## config.mk

```make
export PLATFORM = sky130hd
export DESIGN_NAME = riscv_stall_ctrl
export DESIGN_NICKNAME = d
export VERILOG_FILES = /design/src/rtl/riscv_ctrl_pkg.sv /design/src/rtl/riscv_hazard_cmp.sv /design/src/rtl/riscv_stall_ctrl.sv
export SDC_FILE = /design/constraint.sdc
export NUM_CORES = 1
export LEC_CHECK = 0
export BUFFER_PORTS_ARGS = -buffer_cell sky130_fd_sc_hd__buf_2
export CORE_ASPECT_RATIO = 0.6
export CORE_MARGIN = 5
export CORE_UTILIZATION = 40
export CTS_CLUSTER_SIZE = 10
export DETAILED_ROUTE_END_ITERATION = 7
export PLACE_DENSITY = 0.74
export RECOVER_POWER = 25
export SLEW_MARGIN = 10
export SYNTH_ARGS = -nofsm -noshare
export SYNTH_HDL_FRONTEND = slang
export SYNTH_HIERARCHICAL = 1
export SYNTH_SLANG_ARGS = --single-unit
```

## constraint.sdc

```tcl
create_clock -name clk -period 6.95 [get_ports clk]
set_input_delay 1.39 -clock clk [delete_from_list [all_inputs] [get_ports clk]]
set_output_delay 1.39 -clock clk [all_outputs]
set_load 0.05 [all_outputs]
```

## src/rtl/riscv_ctrl_pkg.sv

```systemverilog
// Shared types for the stall-only pipeline control: stage-entry layout and register constants.
package riscv_ctrl_pkg;

    localparam int REG_ADDR_W = 5;
    localparam logic [REG_ADDR_W-1:0] X0 = '0;

    typedef struct packed {
        logic                  valid;
        logic                  rd_en;
        logic [REG_ADDR_W-1:0] rd;
        logic                  is_mem;
        logic                  is_load;
    } stage_t;

    localparam stage_t BUBBLE = '0;

    // True when a live stage entry will write register r.
    function automatic logic writes_reg(stage_t e, logic [REG_ADDR_W-1:0] r);
        return e.valid & e.rd_en & (e.rd == r);
    endfunction

endpackage

```

## src/rtl/riscv_hazard_cmp.sv

```systemverilog
// One source operand against the in-flight destinations of X, M and W.
module riscv_hazard_cmp
    import riscv_ctrl_pkg::*;
(
    input  logic                  src_en,
    input  logic [REG_ADDR_W-1:0] src,
    input  stage_t                ent_x,
    input  stage_t                ent_m,
    input  stage_t                ent_w,
    output logic                  hit
);

    // x0 is hardwired, so reading it can never depend on a producer.
    assign hit = src_en & (src != X0) &
                 (writes_reg(ent_x, src) | writes_reg(ent_m, src) | writes_reg(ent_w, src));

    logic unused_flags;
    assign unused_flags = ^{ent_x.is_mem, ent_x.is_load, ent_m.is_mem, ent_m.is_load,
                            ent_w.is_mem, ent_w.is_load};

endmodule

```

## src/rtl/riscv_stall_ctrl.sv

```systemverilog
// Stall/squash/valid control for the five-stage stall-only core, with memory handshakes
// and a stall-cycle counter.
module riscv_stall_ctrl
    import riscv_ctrl_pkg::*;
#(
    parameter int CNT_W = 32
) (
    input  logic                  clk,
    input  logic                  reset_n,
    input  logic                  inst_val_D,
    input  logic                  rs1_en_D,
    input  logic                  rs2_en_D,
    input  logic [REG_ADDR_W-1:0] rs1_D,
    input  logic [REG_ADDR_W-1:0] rs2_D,
    input  logic [REG_ADDR_W-1:0] rd_D,
    input  logic                  rd_en_D,
    input  logic                  is_load_D,
    input  logic                  is_store_D,
    input  logic                  brj_taken_X,
    input  logic                  imem_resp_val,
    input  logic                  dmem_req_rdy,
    input  logic                  dmem_resp_val,
    output logic                  stall_F,
    output logic                  stall_D,
    output logic                  stall_X,
    output logic                  stall_M,
    output logic                  squash_D,
    output logic                  val_X,
    output logic                  val_M,
    output logic                  val_W,
    output logic                  dmem_req_val,
    output logic                  rf_wen_W,
    output logic [REG_ADDR_W-1:0] rf_waddr_W,
    output logic [CNT_W-1:0]      stall_cnt
);

    stage_t x_q, m_q, w_q;
    stage_t x_d;
    logic   hit_rs1, hit_rs2, raw_D;

    riscv_hazard_cmp u_cmp_rs1 (
        .src_en (rs1_en_D),
        .src    (rs1_D),
        .ent_x  (x_q),
        .ent_m  (m_q),
        .ent_w  (w_q),
        .hit    (hit_rs1)
    );

    riscv_hazard_cmp u_cmp_rs2 (
        .src_en (rs2_en_D),
        .src    (rs2_D),
        .ent_x  (x_q),
        .ent_m  (m_q),
        .ent_w  (w_q),
        .hit    (hit_rs2)
    );

    assign raw_D = inst_val_D & (hit_rs1 | hit_rs2);

    // Stalls propagate backwards from M; a taken branch in X outranks a RAW stall in D.
    assign stall_M  = m_q.valid & m_q.is_mem & ~dmem_resp_val;
    assign stall_X  = stall_M | (x_q.valid & x_q.is_mem & ~dmem_req_rdy);
    assign squash_D = brj_taken_X & x_q.valid & ~stall_X;
    assign stall_D  = stall_X | (raw_D & ~squash_D);
    assign stall_F  = stall_D | ~imem_resp_val;

    assign dmem_req_val = x_q.valid & x_q.is_mem & ~stall_M;

    always_comb begin
        x_d         = BUBBLE;
        x_d.valid   = inst_val_D & ~stall_D & ~squash_D;
        x_d.rd_en   = rd_en_D;
        x_d.rd      = rd_D;
        x_d.is_mem  = is_load_D | is_store_D;
        x_d.is_load = is_load_D;
    end

    always_ff @(posedge clk or negedge reset_n) begin
        if (!reset_n) begin
            x_q       <= BUBBLE;
            m_q       <= BUBBLE;
            w_q       <= BUBBLE;
            stall_cnt <= '0;
        end else begin
            if (!stall_X)
                x_q <= x_d;
            if (!stall_M)
                m_q <= stall_X ? BUBBLE : x_q;
            w_q <= stall_M ? BUBBLE : m_q;
            if (stall_D)
                stall_cnt <= stall_cnt + CNT_W'(1);
        end
    end

    assign val_X      = x_q.valid;
    assign val_M      = m_q.valid;
    assign val_W      = w_q.valid;
    assign rf_wen_W   = w_q.valid & w_q.rd_en & (w_q.rd != X0);
    assign rf_waddr_W = w_q.rd;

    logic unused_stage;
    assign unused_stage = ^{x_q.is_load, m_q.is_load, w_q.is_mem, w_q.is_load};

endmodule

```

==> reports/qor.log, run 1 <==
[critical_path] Crit-path slowest cell o221ai_4
[clock_network] clock latency reported for the late side of the worst-skew pair 0.28 ns
[clock_network] buffer levels on the longest clock path 2
[die] initial core utilization 0.417
[critical_path] category of the worst setup path capture point output port
[synth] number of nets produced by synthesis 298
[critical_path] r2r endpoint stall_cnt[31]$_DFFE_PN0P_
[sta] post-route setup slack 2.23 ns
[sta] final critical path time including I/O delays and setup 4.72 ns
[grt] pin count of the biggest net entering global routing 56
[sta] final setup vio count 0
[route] number of violations reported at the end of detailed-routing iteration 0 138
[run_status] status finished, violations left
[critical_path] reg-to-reg setup timing slack 4.32 ns
[clock_network] CTS Hold Bufs 0
[critical_path] origin of the critical flop-to-flop path m_q[6]$_DFFE_PN0N_
[critical_path] r2r worst-path depth 9
[critical_path] Worst Setup Start Kind primary input
[placement] pre-CTS WS 2.23 ns
[pwr] pwr dens 364 nW/um2
[die] die extent in x 119 um
[clock_network] clock tree from TritonCTS done
[grt] global router's overall resource usage 0.155
[pwr] leakage power 1.74 nW
[worst_hold_path] WHS Path Cells 1
[critical_path] cell seen most often among critical-path stages buf_2
[route] remaining design rule violation count 0
[grt] leftover overflow at the end of global routing 0
[synth] count of yosys warnings during synthesis 6
[die] core region area 6790 um2
[worst_hold_path] start point of the worst min-delay path stall_cnt[31]$_DFFE_PN0P_
[placement] estimated wirelength of the detail-placed design 5.20 mm
[route] via count 2164
[sta] Hold Violations, Final 0
[sta] Final period util 0.680
[route] total routed wirelength 6.73 mm
[die] I/O pin count 74
[critical_path] stage delay of the slowest cell on the critical path 0.38 ns
[pwr] worst vdd rail ir drop 137 uV
[critical_path] CP max FO 10
[sta] maximum clock rate 0.212 GHz
[clock_network] Num CTS Buffers 5
[job] max-capacitance violation count 1
[sta] final count of pins violating max slew 56
[grt] first-pass GRT wire length 11.0 mm
[sta] Slew Limit Headroom -0.945
[grt] vias in the first global route 2076
[worst_hold_path] end point of the most critical hold path stall_cnt[31]$_DFFE_PN0P_
[critical_path] data required time of the worst path 5.56 ns
[clock_network] Setup Buffers After CTS 0
[critical_path] ordered list of cells on the worst path buf_2, xor2_1, nor4_2, nand4_1, a31oi_1, nor2_1, o221ai_4, inv_1, nand2_1, buf_2
[sta] setup TNS 0 ns
[placement] number of buffer cells added on primary ports 73
[sta] worst-case clock skew 0.00524 ns
[placement] global placer's final weighted congestion 0.888
[worst_hold_path] class of the tightest hold or removal check reg -> reg
[route] residual antenna-violating net count after detailed routing 0
[run_status] failing checks max-capacitance violations, max-slew violations
[route] post-detailed-route via-to-cell ratio 5.03
[clock_network] buffer cell driving the clock tree root clkbuf_16
[die] Std-Cell Rows 23
[critical_path] category of the critical setup timing path in -> out
[route] WL/cell 15.7 um
[final_layout] number of nets in the layout 370
[synth] Avg Inst Size Synth 10.5 um2
[grt] initial antenna violation count 0
[sta] unrepaired setup endpoints after global routing false
[clock_network] H-tree lvl count 2
[route] first-pass iteration count of the detailed router 4
[synth] area of the mapped netlist 2840 um2
[die] vertical extent of the die 75.2 um
[die] area of the die 8930 um2
[clock_network] Num Clock Sinks 55
[clock_network] total of cells resized after clock tree synthesis 0
[final_layout] post-synthesis to final-layout area growth 20.7%
[final_layout] Ant. Diodes 0
[critical_path] data arrival at the endpoint of the critical path 3.33 ns
[final_layout] share of final-layout standard cells stronger than drive strength 1 0.289
[sta] actual slew at the worst max-slew pin 2.92 ns
[synth] synthesized instance count 270
[clock_network] clock edge transition at the registers on the reported setup and hold paths 0.07 ns
## worst max path at each step
| stage | start | to | slack (ns) | depth (start not counted) |
|---|---|---|---|---|
| after floorplan | rs2_D[4] | stall_F | 2.30 | 8 |
| after global placement | rs2_D[4] | stall_F | 2.23 | 10 |
| after detailed placement | rs2_D[4] | stall_F | 2.23 | 10 |
| after CTS | rs2_D[4] | stall_F | 2.23 | 10 |
| after global routing | rs2_D[4] | stall_F | 2.07 | 10 |
| final | rs2_D[4] | stall_F | 2.23 | 10 |
## per-layer routing
layer	track usage	vias to the layer above	part of all wire
li1	-	1045	-
met1	0.245	1055	0.52
met2	0.216	62	0.41
met3	0.0345	2	0.066
met4	0.0347	0	0.0050
met5	0	-	0
## layout by cell type, fill, tap and decap left out, types with 4 or more instances in the layout
cell type  instances
o21ai_0            4
xnor2_1           19
dfrtp_1           55
inv_1             10
nor2_1            16
nand2_1           40
xor2_1            42
nand3_1            9
and2_1             7
a22o_1             6
nand4_1            8
buf_2             73
nor3_1             9
nor4_2             5
clkbuf_16          5
## where the power goes
part / internal (mW) / switching, mW
logic: 0.147 / 0.332
registers: 0.394 / 0.116
clock network: 0.153 / 0.103
total: 0.694 / 0.550
## metrics by stage
| step | cells | hold slack, ns | cell area (um2) | power (mW) | utilization |
|---|---|---|---|---|---|
| after floorplan | 270 | 0.490 | 2840 | 0.875 | - |
| after global placement | 422 | 0.451 | 3270 | 0.991 | 0.481 |
| after detailed placement | 422 | 0.452 | 3270 | 0.995 | 0.481 |
| after CTS | 430 | 0.465 | 3420 | 1.26 | 0.504 |
| after global routing | 430 | 0.483 | 3420 | 1.31 | 0.504 |
| final | 430 | 0.465 | 3420 | 1.24 | 0.504 |
## worst max-delay path, delay by kind of cell
kind | cells | cell delay, ns
AOI/OAI and AO/OA | 2 | 0.63
and+or+nand+nor | 4 | 0.63
buffers and inverters | 3 | 0.50
xor gates and xnor gates | 1 | 0.17
## flip-flops by register name (all words and copies together) (netlist names)
name	count
m_q	7
rf_waddr_W	5
stall_cnt	32
val_M	1
val_W	1
val_X	1
w_q	1
x_q	7
## cell type report
| type | count | area [um2] |
|---|---|---|
| Tap cell | 87 | 109 |
| Multi-Input combinational cell | 195 | 1370 |
| Timing Repair Buffer | 75 | 377 |
| Clock buffer | 8 | 156 |
| Sequential cell | 55 | 1380 |
| Fill cell | 649 | 3370 |
| Inverter | 10 | 37.5 |
Power figures use the tool's default switching activity.
==> run 2: changes to the inputs <==
--- a/config.mk
+++ b/config.mk
@@ -11,7 +11,7 @@
 export CORE_UTILIZATION = 40
 export CTS_CLUSTER_SIZE = 10
 export DETAILED_ROUTE_END_ITERATION = 7
-export PLACE_DENSITY = 0.74
+export PLACE_DENSITY = 0.76
 export RECOVER_POWER = 25
 export SLEW_MARGIN = 10
 export SYNTH_ARGS = -nofsm -noshare
==> constraint.sdc (replaced) <==
create_clock -name clk -period 4.07 [get_ports clk]
set_input_delay 0.814 -clock clk [delete_from_list [all_inputs] [get_ports clk]]
set_output_delay 0.814 -clock clk [all_outputs]
set_load 0.05 [all_outputs]
==> run 2 against run 1 <==
  * The flow still finishes with violations (max-capacitance violations, max-slew violations)
  * Critical path depth unchanged
  * Sequential share of layout area increased by 0.15 points
  * First-iteration DRC count decreased by 37%
  * Cell count increased by 0.23%
  * Register-to-register slack got worse by 3.0 ns
  * Via count decreased by 0.88%
  * Routed wire length increased by 3.1%
  * Combinational power increased by 73%
  * Die area unchanged
  * Final area decreased by 0.37%
  * Non-clock buffer count increased by 1
==> reports/qor.log, run 2 (synthesis results as in run 1) <==
[route] via count 2145 [was 2164]
[grt] pin count of the biggest net entering global routing 31 [was 56]
[final_layout] share of final-layout standard cells stronger than drive strength 1 0.285 [was 0.289]
[placement] global placer's final weighted congestion 1.00 [was 0.888]
[clock_network] Num CTS Buffers 5 [unchanged]
[clock_network] buffer cell driving the clock tree root clkbuf_16 [unchanged]
[worst_hold_path] class of the tightest hold or removal check reg -> reg [unchanged]
[grt] vias in the first global route 2072 [was 2076]
[die] vertical extent of the die 75.2 um [unchanged]
[final_layout] post-layout utilization of the core 0.502 [was 0.504]
[clock_network] Num Clock Sinks 55 [unchanged]
[critical_path] cell seen most often among critical-path stages buf_2 [unchanged]
[route] total routed wirelength 6.94 mm [was 6.73 mm]
[die] I/O pin count 74 [unchanged]
[final_layout] final std cells w/o fill 431 [was 430]
[final_layout] number of nets in the layout 371 [was 370]
[critical_path] stage delay of the slowest cell on the critical path 0.39 ns [was 0.38 ns]
[run_status] status finished, violations left [unchanged]
[final_layout] max reg flops 32 [unchanged]
[worst_hold_path] start point of the worst min-delay path stall_cnt[31]$_DFFE_PN0P_ [unchanged]
[final_layout] post-route design area 3410 um2 [was 3420 um2]
[clock_network] buffer levels on the longest clock path 2 [unchanged]
[sta] unrepaired setup endpoints after global routing false [unchanged]
[clock_network] clock tree from TritonCTS done [unchanged]
[route] post-detailed-route via-to-cell ratio 4.98 [was 5.03]
[clock_network] total of cells resized after clock tree synthesis 0 [unchanged]
[sta] Final period util 0.891
[critical_path] first element of the critical path rs2_D[3] [was rs2_D[4]]
[grt] global router's overall resource usage 0.159 [was 0.155]
[clock_network] CTS Hold Bufs 0 [unchanged]
[critical_path] ordered list of cells on the worst path buf_2, xor2_1, nor4_1, nand4_1, a31oi_1, nor2_1, o221ai_4, inv_1, nand2_1, buf_2 [was buf_2, xor2_1, nor4_2, nand4_1, a31oi_1, nor2_1, o221ai_4, inv_1, nand2_1, buf_2]
[die] core region area 6790 um2 [unchanged]
[critical_path] category of the critical setup timing path in -> out [unchanged]
[final_layout] top flop regs stall_cnt x32, m_q x7, x_q x7 [unchanged]
[final_layout] most frequent standard cell in the layout excluding fill and tap cells buf_2 [unchanged]
[pwr] pwr dens 618 nW/um2 [was 364 nW/um2]
[clock_network] H-tree lvl count 2 [unchanged]
[pwr] worst vdd rail ir drop 304 uV [was 137 uV]
[critical_path] category of the worst setup path capture point output port [unchanged]
[sta] actual slew at the worst max-slew pin 1.68 ns [was 2.92 ns]
[route] residual antenna-violating net count after detailed routing 0 [unchanged]
[final_layout] post-synthesis to final-layout area growth 20.2% [was 20.7%]
[sta] worst-case clock skew 0.00952 ns [was 0.00524 ns]
[clock_network] clock edge transition at the registers on the reported setup and hold paths 0.07 ns [about the same]
[sta] final critical path time including I/O delays and setup 3.63 ns
[die] initial core utilization 0.417 [unchanged]
[critical_path] origin of the critical flop-to-flop path rf_waddr_W[3]$_DFF_PN0_ [was m_q[6]$_DFFE_PN0N_]
[critical_path] data required time of the worst path 3.26 ns [was 5.56 ns]
[critical_path] Crit-path slowest cell o221ai_4 [unchanged]
[critical_path] CP max FO 10 [unchanged]
[sta] setup TNS 0 ns [unchanged]
[sta] final setup vio count 0 [unchanged]
[sta] Hold Violations, Final 0 [unchanged]
[placement] number of instances in the placed design 423 [was 422]
[grt] initial antenna violation count 0 [unchanged]
[sta] final count of pins violating max slew 31 [was 56]
[sta] maximum clock rate 0.276 GHz
[final_layout] commonest cells after routing, fill and taps aside 72 x buf_2, 55 x dfrtp_1, 42 x xor2_1 [was 73 x buf_2, 55 x dfrtp_1, 42 x xor2_1]
[clock_network] Setup Buffers After CTS 0 [unchanged]
[placement] cell area reported after detailed placement 3280 um2 [was 3270 um2]
[sta] final hold slack 0.465 ns [about the same]
[grt] first-pass GRT wire length 11.3 mm [was 11.0 mm]
[final_layout] register with the most flip-flops stall_cnt [unchanged]
[sta] Slew Limit Headroom -0.118 [was -0.945]
[die] area of the die 8930 um2 [unchanged]
[route] number of violations reported at the end of detailed-routing iteration 0 87 [was 138]
[placement] number of buffer cells added on primary ports 73 [unchanged]
[critical_path] Worst Setup Start Kind primary input [unchanged]
[die] die extent in x 119 um [unchanged]
[route] first-pass iteration count of the detailed router 4 [unchanged]
[die] Std-Cell Rows 23 [unchanged]
[run_status] failing checks max-capacitance violations, max-slew violations [unchanged]
[job] max-capacitance violation count 1 [unchanged]
[pwr] leakage power 1.74 nW [about the same]
[clock_network] clock latency reported for the late side of the worst-skew pair 0.28 ns [about the same]
[final_layout] Ant. Diodes 0 [unchanged]
[grt] leftover overflow at the end of global routing 0 [unchanged]
[route] WL/cell 16.1 um [was 15.7 um]
[critical_path] data arrival at the endpoint of the critical path 2.81 ns [was 3.33 ns]
[route] remaining design rule violation count 0 [unchanged]
[placement] estimated wirelength of the detail-placed design 5.46 mm [was 5.20 mm]
run 2: cell count changes in the layout (fill, tap and decap cells not counted):
cell      previous run  this run
and2_0               1         5
and2_1               7         3
clkbuf_1             2         4
clkbuf_8             2         0
buf_2               73        72
buf_4                1         2
clkinv_2             0         1
run 2: critical path: cells and delay by family:
family	cells	cell delay [ns]
compound gates	2	0.62
xor+xnor	1	0.16
buf+inv	3	0.49
simple gates	4	0.72
run 2: layout make-up:
| class | count | area [um2] |
|---|---|---|
| Timing Repair Buffer | 76 | 383 |
| Tap cell | 87 | 109 |
| Clock inverter | 1 | 5.00 |
| Sequential cell | 55 | 1380 |
| Clock buffer | 7 | 133 |
| Multi-Input combinational cell | 195 | 1370 |
| Inverter | 10 | 37.5 |
| Fill cell | 643 | 3380 |
run 2: worst paths after layout:
check / end / slack, ns / cells past startpoint
setup / recovery: stall_F / 0.44 / 10
hold / removal: stall_cnt[31]$_DFFE_PN0P_ / 0.47 / 1
setup reg to reg: stall_cnt[6]$_DFFE_PN0P_ / 1.37 / 9
hold reg to reg: stall_cnt[31]$_DFFE_PN0P_ / 0.47 / 1
max in group asynchronous: x_q[1]$_DFFE_PN0N_ / 1.11 / 2
min in group asynchronous: stall_cnt[23]$_DFFE_PN0P_ / 0.95 / 1
run 2: power breakdown:
part	leakage [nW]	switching, mW	internal [mW]	total [mW]
logic	0.976	0.577	0.251	0.829
clock network	0.0679	0.176	0.228	0.404
registers	0.692	0.200	0.672	0.873
run 2: metrics by stage:
| step | setup slack [ns] | power (mW) |
|---|---|---|
| 6_report | 0.444 | 2.10 |
| 5_1_grt | 0.321 | 2.22 |
| 2_1_floorplan | 0.572 | 1.49 |
| 4_1_cts | 0.471 | 2.13 |
| 3_5_place_dp | 0.459 | 1.71 |
| 3_3_place_gp | 0.520 | 1.69 |
run 2: routing by layer:
metal,share of wire,GRT usage,vias up,wire (um)
li1,-,-,1056,-
met1,0.51,0.245,1027,3520
met2,0.42,0.228,60,2920
met3,0.069,0.0420,2,480
met4,0.0022,0.0257,0,15
met5,0,0,-,0
